## src/rtl/alu_modos_pkg.sv

```systemverilog
// alu_modos_pkg: shared op/state encodings and 7-segment decode for the ALU mode selector.
package alu_modos_pkg;
    typedef enum logic [3:0] {
        OP_ADD, OP_SUB, OP_MUL, OP_DIV, OP_MOD, OP_AND, OP_OR, OP_XOR, OP_SLL, OP_SRL
    } op_e;
    typedef enum logic [1:0] {S_IDLE, S_EXEC, S_DONE} state_e;
    localparam logic [6:0] SEG_BLANK = 7'h7f;
    // segments gfedcba, active-low
    localparam logic [6:0] SEG_LUT [16] = '{
        7'h40, 7'h79, 7'h24, 7'h30, 7'h19, 7'h12, 7'h02, 7'h78,
        7'h00, 7'h10, 7'h08, 7'h03, 7'h46, 7'h21, 7'h06, 7'h0e
    };
    function automatic logic [6:0] hex7(input logic [3:0] h);
        return SEG_LUT[h];
    endfunction
endpackage

```

## src/rtl/alu_modos_seq_if.sv

```systemverilog
// alu_modos_seq_if: board-side keys, switches, results and display segments of the ALU.
interface alu_modos_seq_if #(parameter int N = 4);
    logic selector, start;
    logic [N-1:0] a, b, result;
    logic [3:0] op;
    logic flag_n, flag_z, flag_c, flag_v, valid, done;
    logic [6:0] display1, display2, display3, display4, display5, display6;
    modport master (
        output selector, start, a, b,
        input op, result, flag_n, flag_z, flag_c, flag_v, valid, done,
        input display1, display2, display3, display4, display5, display6
    );
    modport slave (
        input selector, start, a, b,
        output op, result, flag_n, flag_z, flag_c, flag_v, valid, done,
        output display1, display2, display3, display4, display5, display6
    );
endinterface

```

## src/rtl/alu_modos_seq_key_conditioner.sv

```systemverilog
// key_conditioner: synchronises and debounces an active-low key, pulsing once per accepted press.
module key_conditioner #(parameter int DEBOUNCE = 50000) (
    input  logic clk,
    input  logic rst_n,
    input  logic key_n,
    output logic press
);
    localparam int CW = $clog2(DEBOUNCE + 1);
    logic [1:0] sync;
    logic level, flip, hit;
    logic [CW-1:0] cnt;
    assign flip = sync[1] != level;
    assign hit = flip && cnt == CW'(DEBOUNCE - 1);
    // a new level is accepted only after DEBOUNCE consecutive differing samples
    always_ff @(posedge clk or negedge rst_n)
        if (!rst_n) begin
            sync <= 2'b11;
            level <= 1'b1;
            cnt <= '0;
            press <= 1'b0;
        end else begin
            sync <= {sync[0], key_n};
            cnt <= (flip && !hit) ? cnt + 1'b1 : '0;
            level <= hit ? sync[1] : level;
            press <= hit && !sync[1];
        end
endmodule

```

## src/rtl/alu_modos_seq.sv

```systemverilog
// alu_modos_seq: key-driven op selector and single-cycle ALU with registered result, flags
// and active-low 7-segment displays.
module alu_modos_seq import alu_modos_pkg::*; #(
    parameter int N = 4,
    parameter int NUM_OPS = 10,
    parameter int DEBOUNCE = 50000
) (
    input logic clk,
    input logic rst_n,
    alu_modos_seq_if.slave bus
);
    logic sel_p, start_p, latch, adv, done_q;
    logic fn, fz, fc, fv, alu_c, alu_v;
    logic [3:0] op;
    logic [N-1:0] ra, rb, res, alu_r;
    logic [N:0] sum, dif;
    logic [2*N-1:0] prod;
    logic [7:0] rx;
    state_e state, state_d;
    key_conditioner #(.DEBOUNCE(DEBOUNCE)) u_sel (.clk, .rst_n, .key_n(bus.selector), .press(sel_p));
    key_conditioner #(.DEBOUNCE(DEBOUNCE)) u_start (.clk, .rst_n, .key_n(bus.start), .press(start_p));
    // start beats a simultaneous selector press; both are ignored while executing
    always_comb begin
        latch = start_p && state != S_EXEC;
        adv = sel_p && !start_p && state != S_EXEC;
        state_d = latch ? S_EXEC : state == S_EXEC ? S_DONE : adv ? S_IDLE : state;
    end
    always_ff @(posedge clk or negedge rst_n)
        if (!rst_n) state <= S_IDLE;
        else state <= state_d;
    always_comb begin
        sum = {1'b0, ra} + {1'b0, rb};
        dif = {1'b0, ra} - {1'b0, rb};
        prod = {{N{1'b0}}, ra} * {{N{1'b0}}, rb};
        alu_r = '0;
        alu_c = 1'b0;
        alu_v = 1'b0;
        case (op)
            OP_ADD: begin
                alu_r = sum[N-1:0];
                alu_c = sum[N];
                alu_v = ra[N-1] == rb[N-1] && sum[N-1] != ra[N-1];
            end
            OP_SUB: begin
                alu_r = dif[N-1:0];
                alu_c = !dif[N];
                alu_v = ra[N-1] != rb[N-1] && dif[N-1] != ra[N-1];
            end
            OP_MUL: begin
                alu_r = prod[N-1:0];
                alu_v = |prod[2*N-1:N];
            end
            OP_DIV: begin
                alu_r = rb == '0 ? '1 : ra / rb;
                alu_v = rb == '0;
            end
            OP_MOD: begin
                alu_r = rb == '0 ? '1 : ra % rb;
                alu_v = rb == '0;
            end
            OP_AND: alu_r = ra & rb;
            OP_OR:  alu_r = ra | rb;
            OP_XOR: alu_r = ra ^ rb;
            OP_SLL: alu_r = ra << rb;
            OP_SRL: alu_r = ra >> rb;
            default: alu_r = '0;
        endcase
    end
    always_ff @(posedge clk or negedge rst_n)
        if (!rst_n) begin
            op <= '0;
            ra <= '0;
            rb <= '0;
            res <= '0;
            {fn, fz, fc, fv} <= '0;
            done_q <= 1'b0;
        end else begin
            done_q <= state == S_EXEC;
            if (latch) {ra, rb} <= {bus.a, bus.b};
            if (adv) op <= op == 4'(NUM_OPS - 1) ? '0 : op + 1'b1;
            if (state == S_EXEC) begin
                res <= alu_r;
                {fn, fz, fc, fv} <= {alu_r[N-1], alu_r == '0, alu_c, alu_v};
            end
        end
    assign rx = 8'(res);
    assign bus.op = op;
    assign bus.result = res;
    assign {bus.flag_n, bus.flag_z, bus.flag_c, bus.flag_v} = {fn, fz, fc, fv};
    assign bus.valid = state == S_DONE;
    assign bus.done = done_q;
    assign bus.display1 = hex7(rx[3:0]);
    assign bus.display2 = N <= 4 ? SEG_BLANK : hex7(rx[7:4]);
    assign bus.display3 = hex7(op);
    assign bus.display4 = hex7({3'b0, fn});
    assign bus.display5 = hex7({3'b0, fz});
    assign bus.display6 = hex7({3'b0, fc});
endmodule

```

## src/flat_wrapper.sv

```systemverilog
// flat-port wrapper written by rule: the top's interface ports become plain ports
module alu_modos_seq_flat import alu_modos_pkg::*;
#(
    parameter int N = 4,
    parameter int NUM_OPS = 10,
    parameter int DEBOUNCE = 50000
)
  (clk, rst_n, bus_selector, bus_start, bus_a, bus_b, bus_op, bus_result, bus_flag_n, bus_flag_z, bus_flag_c, bus_flag_v, bus_valid, bus_done, bus_display1, bus_display2, bus_display3, bus_display4, bus_display5, bus_display6);
  alu_modos_seq_if #(.N(N)) bus_i ();
  input logic clk;
  input logic rst_n;
  input wire logic [$bits(bus_i.selector)-1:0] bus_selector;
  input wire logic [$bits(bus_i.start)-1:0] bus_start;
  input wire logic [$bits(bus_i.a)-1:0] bus_a;
  input wire logic [$bits(bus_i.b)-1:0] bus_b;
  output wire logic [$bits(bus_i.op)-1:0] bus_op;
  output wire logic [$bits(bus_i.result)-1:0] bus_result;
  output wire logic [$bits(bus_i.flag_n)-1:0] bus_flag_n;
  output wire logic [$bits(bus_i.flag_z)-1:0] bus_flag_z;
  output wire logic [$bits(bus_i.flag_c)-1:0] bus_flag_c;
  output wire logic [$bits(bus_i.flag_v)-1:0] bus_flag_v;
  output wire logic [$bits(bus_i.valid)-1:0] bus_valid;
  output wire logic [$bits(bus_i.done)-1:0] bus_done;
  output wire logic [$bits(bus_i.display1)-1:0] bus_display1;
  output wire logic [$bits(bus_i.display2)-1:0] bus_display2;
  output wire logic [$bits(bus_i.display3)-1:0] bus_display3;
  output wire logic [$bits(bus_i.display4)-1:0] bus_display4;
  output wire logic [$bits(bus_i.display5)-1:0] bus_display5;
  output wire logic [$bits(bus_i.display6)-1:0] bus_display6;
  assign bus_i.selector = bus_selector;
  assign bus_i.start = bus_start;
  assign bus_i.a = bus_a;
  assign bus_i.b = bus_b;
  assign bus_op = bus_i.op;
  assign bus_result = bus_i.result;
  assign bus_flag_n = bus_i.flag_n;
  assign bus_flag_z = bus_i.flag_z;
  assign bus_flag_c = bus_i.flag_c;
  assign bus_flag_v = bus_i.flag_v;
  assign bus_valid = bus_i.valid;
  assign bus_done = bus_i.done;
  assign bus_display1 = bus_i.display1;
  assign bus_display2 = bus_i.display2;
  assign bus_display3 = bus_i.display3;
  assign bus_display4 = bus_i.display4;
  assign bus_display5 = bus_i.display5;
  assign bus_display6 = bus_i.display6;
  alu_modos_seq #(.N(N), .NUM_OPS(NUM_OPS), .DEBOUNCE(DEBOUNCE)) u_core (.clk(clk), .rst_n(rst_n), .bus(bus_i));
endmodule
```

## config.mk

```make
export PLATFORM = sky130hd
export DESIGN_NAME = alu_modos_seq_flat
export DESIGN_NICKNAME = d
export VERILOG_FILES = /design/src/rtl/alu_modos_pkg.sv /design/src/rtl/alu_modos_seq_if.sv /design/src/rtl/alu_modos_seq_key_conditioner.sv /design/src/rtl/alu_modos_seq.sv /design/src/flat_wrapper.sv
export SDC_FILE = /design/constraint.sdc
export NUM_CORES = 1
export LEC_CHECK = 0
export ABC_AREA = 1
export BUFFER_PORTS_ARGS = -buffer_cell sky130_fd_sc_hd__buf_2
export CAP_MARGIN = 10
export CELL_PAD_IN_SITES_DETAIL_PLACEMENT = 0
export CELL_PAD_IN_SITES_GLOBAL_PLACEMENT = 1
export CORE_MARGIN = 2
export CORE_UTILIZATION = 40
export DETAILED_ROUTE_END_ITERATION = 7
export PLACE_DENSITY = 0.76
export SLEW_MARGIN = 20
export SYNTH_ARGS = -nofsm -noshare
export SYNTH_HDL_FRONTEND = slang
export SYNTH_SLANG_ARGS = --single-unit
```

## constraint.sdc

```tcl
create_clock -name clk -period 8.45 [get_ports clk]
set_clock_uncertainty 0.1 [all_clocks]
set_input_delay 1.2675 -clock clk [delete_from_list [all_inputs] [get_ports clk]]
set_output_delay 1.2675 -clock clk [all_outputs]
set_load 0.1 [all_outputs]
```

==> impl_metrics.csv <==
group,metric,value,unit
global_routing,gr-usage-all-layers,0.186,
setup_path,worst_path_largest_cell_delay,0.60,ns
setup_path,reg2reg_from,"u_core.rb[0]$_DFFE_PN0P_",
clock_tree,clock_path_buffers,2,
setup_path,required,8.61,ns
detailed_routing,drt-vias-per-instance,4.92,
layout,layout.cells.most_common_list,"nand2_1, inv_1, nor2_1, dfrtp_1",
power,leakagePower,3.09,nW
clock_tree,clock_tree_from_tritoncts,"built",
sta,slew_viol_final,0,
power,pwr_density,146,nW/um^2
yosys,synthesis.instances,741,
setup_path,critical_path.most_common_cell,"nand2_1",
yosys,syn_avg_cell_area,7.24,sq um
setup_path,timing.reg2reg.worst_path_depth,35,
power,clock_power_share,0.443,
floorplan,placement_rows,42,
power,vdd_ir_drop_max,0.000149,V
floorplan,ioPinCount,68,
layout,design.final.nets,852,
yosys,synth-async-reset-ratio,1.00,
yosys,yosys_most_used_dff,"dfrtp_1",
yosys,synthDistinctLibCells,48,
sta,timing.final.setup_violations,0,
placed_design,port_buffers,51,
layout,fill_cells,1360,
floorplan,fp.dieArea,14400,sq um
power,power_switching,255,uW
placed_design,gp_routability_congestion,0.914,
clock_tree,cts_repair_resize_count,0,
floorplan,core_area,13200,sq um
placed_design,hpwlAfterDp,9740,um
detailed_routing,wire_per_inst,13.1,um
yosys,number_of_enable_flip_flop_cells_after_synthesis,0,
clock_tree,source_to_sink_clock_delay_at_the_later_pin_of_the_worst_skew_pair,0.32,ns
clock_tree,cts_hold_buf,0,
clock_tree,path_clk_slew,0.05,ns
yosys,synth_area,5370,sq um
setup_path,cp_top_family,"simple AND/OR/NAND/NOR gates",
global_routing,antenna_violations_before_repair,0,
power,portion_of_total_power_attributed_to_combinational_logic,0.197,
floorplan,chipWidth,120,um
floorplan,initial_core_util,0.407,
yosys,postSynthRegisterBits,62,
layout,layout.cells.most_common,"nand2_1",
setup_path,timing.critical_path.arrival,5.25,ns
layout,area.growth.synth_to_final,10.9,%
run_status,outcome,"complete, no violations",
layout,final_core_util,0.451,
yosys,yosysSeqAreaShare,0.291,
power,p_int,613,uW
power,sw_frac_of_total,0.293,
setup_path,critPathLaunchType,"flip-flop",
sta,final_hold_viol_count,0,
global_routing,vias_in_the_first_global_route,4541,
power,total_power,868,uW
clock_tree,tritoncts.num_buffers,9,
clock_tree,clkSinkCount,62,
setup_path,startpoint,"u_core.rb[0]$_DFFE_PN0P_",
setup_path,path_buf_inv,6,
layout,final_layout_size_suffix_gt1_frac,0.151,
sta,final_min_period_over_clock_period,0.603,
detailed_routing,drt.antenna.violating_nets,0,
sta,worst_slew_margin_relative_to_its_limit,0.473,
clock_tree,htree_depth,3,
setup_path,critPathSlowestCell,"dfrtp_1",
detailed_routing,route.detailed.drc,0,
detailed_routing,dr_total_vias,4741,
min_path,min_path_type,"reg -> reg",
detailed_routing,drt_first_pass_iters,4,
global_routing,first_pass_grt_wire_length,21600,um
clock_tree,clk_root_buffer_cell,"clkbuf_16",
global_routing,grt_max_degree,63,
detailed_routing,wl,12600,um
yosys,yosys_warnings,0,
setup_path,critical_setup_path_kind,"reg -> reg",
flow_run,cap_viol_max_count,0,
layout,n_antenna_cell,0,
clock_tree,post-cts-setup-buffer-count,0,
setup_path,critical_path.max_fanout,13,
floorplan,dieHeight,120,um
setup_path,capturing_instance_or_port_of_the_critical_path,"u_core.bus.flag_z$_DFFE_PN0P_",
detailed_routing,detailedRoute.firstIterationViolations,299,
setup_path,critical_path.endpoint_type,"flip-flop",
sta,grt_setup_unrepaired,"no",
sta,fmaxAchievable,0.196,GHz
sta,totalNegativeSetupSlack,0,ns
setup_path,reg2reg_setup_slack,3.36,ns
power,seq_power_share,0.360,
sta,timing_worst_slew_pin_value,0.791,ns
setup_path,worstSetupPathDepth,35,
sta,final_period_minus_worst_setup_slack,5.09,ns
global_routing,globalRoute.totalOverflow,0,
setup_path,worstReg2RegEnd,"u_core.bus.flag_z$_DFFE_PN0P_",
## cells by family after synthesis
logic type	synth area share
other	0.00140
adders and majority gates	0.145
xor gates and xnor gates	0.0114
and+or+nand+nor	0.341
muxes	0.00420
AOI/OAI and AO/OA	0.0788
buffers and inverters	0.128
DFF	0.291
## worst min-delay path by stage
stage	startpoint	to	slack, ns	cells past startpoint
floorplan	u_core.u_sel.sync[0]$_DFF_PN1_	u_core.u_sel.sync[1]$_DFF_PN1_	0.25	0
global placement	u_core.u_start.sync[0]$_DFF_PN1_	u_core.u_start.sync[1]$_DFF_PN1_	0.25	0
detailed placement	u_core.u_start.sync[0]$_DFF_PN1_	u_core.u_start.sync[1]$_DFF_PN1_	0.25	0
CTS	u_core.u_start.sync[0]$_DFF_PN1_	u_core.u_start.sync[1]$_DFF_PN1_	0.25	0
global route	u_core.u_start.sync[0]$_DFF_PN1_	u_core.u_start.sync[1]$_DFF_PN1_	0.26	0
finish	u_core.u_start.sync[0]$_DFF_PN1_	u_core.u_start.sync[1]$_DFF_PN1_	0.25	0
## sequential cells by signal, indices dropped and copies added (netlist names)
signal / count
u_core.bus.done: 1
u_core.bus.flag_c: 1
u_core.bus.flag_n: 1
u_core.bus.flag_v: 1
u_core.bus.flag_z: 1
u_core.bus.op: 4
u_core.bus.result: 3
u_core.ra: 4
u_core.rb: 4
u_core.state: 2
u_core.u_sel.cnt: 16
u_core.u_sel.level: 1
u_core.u_sel.press: 1
u_core.u_sel.sync: 2
u_core.u_start.cnt: 16
u_core.u_start.level: 1
u_core.u_start.press: 1
u_core.u_start.sync: 2
## power groups by stage
stage / clock network, mW / registers (mW) / logic [mW]
CTS: 0.397 / 0.312 / 0.172
finish: 0.384 / 0.313 / 0.171
floorplan: 0 / 0.314 / 0.141
global route: 0.408 / 0.313 / 0.196
detailed placement: 0 / 0.318 / 0.171
global placement: 0 / 0.317 / 0.168
## cell usage after synthesis (all sizes together) (6+ instances only)
master | instances | area [sq um]
ha | 51 | 638
buf | 35 | 264
nand2 | 173 | 664
dfrtp | 56 | 1400
o21ai | 18 | 90.1
nor3 | 20 | 120
fa | 7 | 140
nor3b | 16 | 135
nor4 | 6 | 37.5
nand3b | 7 | 52.6
nand3 | 50 | 275
a21oi | 41 | 205
dfstp | 6 | 158
nand4 | 13 | 81.3
inv | 108 | 410
nor2 | 95 | 412
## layout make-up
| type | instances | area (sq um) | share of cell area |
|---|---|---|---|
| clock inverter | 6 | 86.3 | 0.0145 |
| timing repair buffer | 52 | 263 | 0.0442 |
| inverter | 110 | 418 | 0.0702 |
| sequential | 62 | 1560 | 0.262 |
| tap | 176 | 220 | 0.0370 |
| clock buffer | 10 | 229 | 0.0385 |
| multi-input combinational | 547 | 3170 | 0.534 |
## stage by stage
step | hold WS [ns] | area, sq um | std cells | setup WS, ns
4_1_cts | 0.254 | 5950 | 963 | 3.39
3_5_place_dp | 0.247 | 5630 | 947 | 3.41
5_1_grt | 0.256 | 5950 | 963 | 2.71
2_1_floorplan | 0.245 | 5420 | 755 | 1.99
3_3_place_gp | 0.247 | 5630 | 947 | 3.70
6_report | 0.254 | 5950 | 963 | 3.36
## metal layers
metal  vias up  track usage  wire length [um]
met1      2194        0.247              5780
met3        18       0.0304               554
met4         0       0.0625               221
met5         -            0                 0
li1       2438            -                 -
met2        91        0.309              6080
Note: power is estimated with default switching activity, not from simulation.
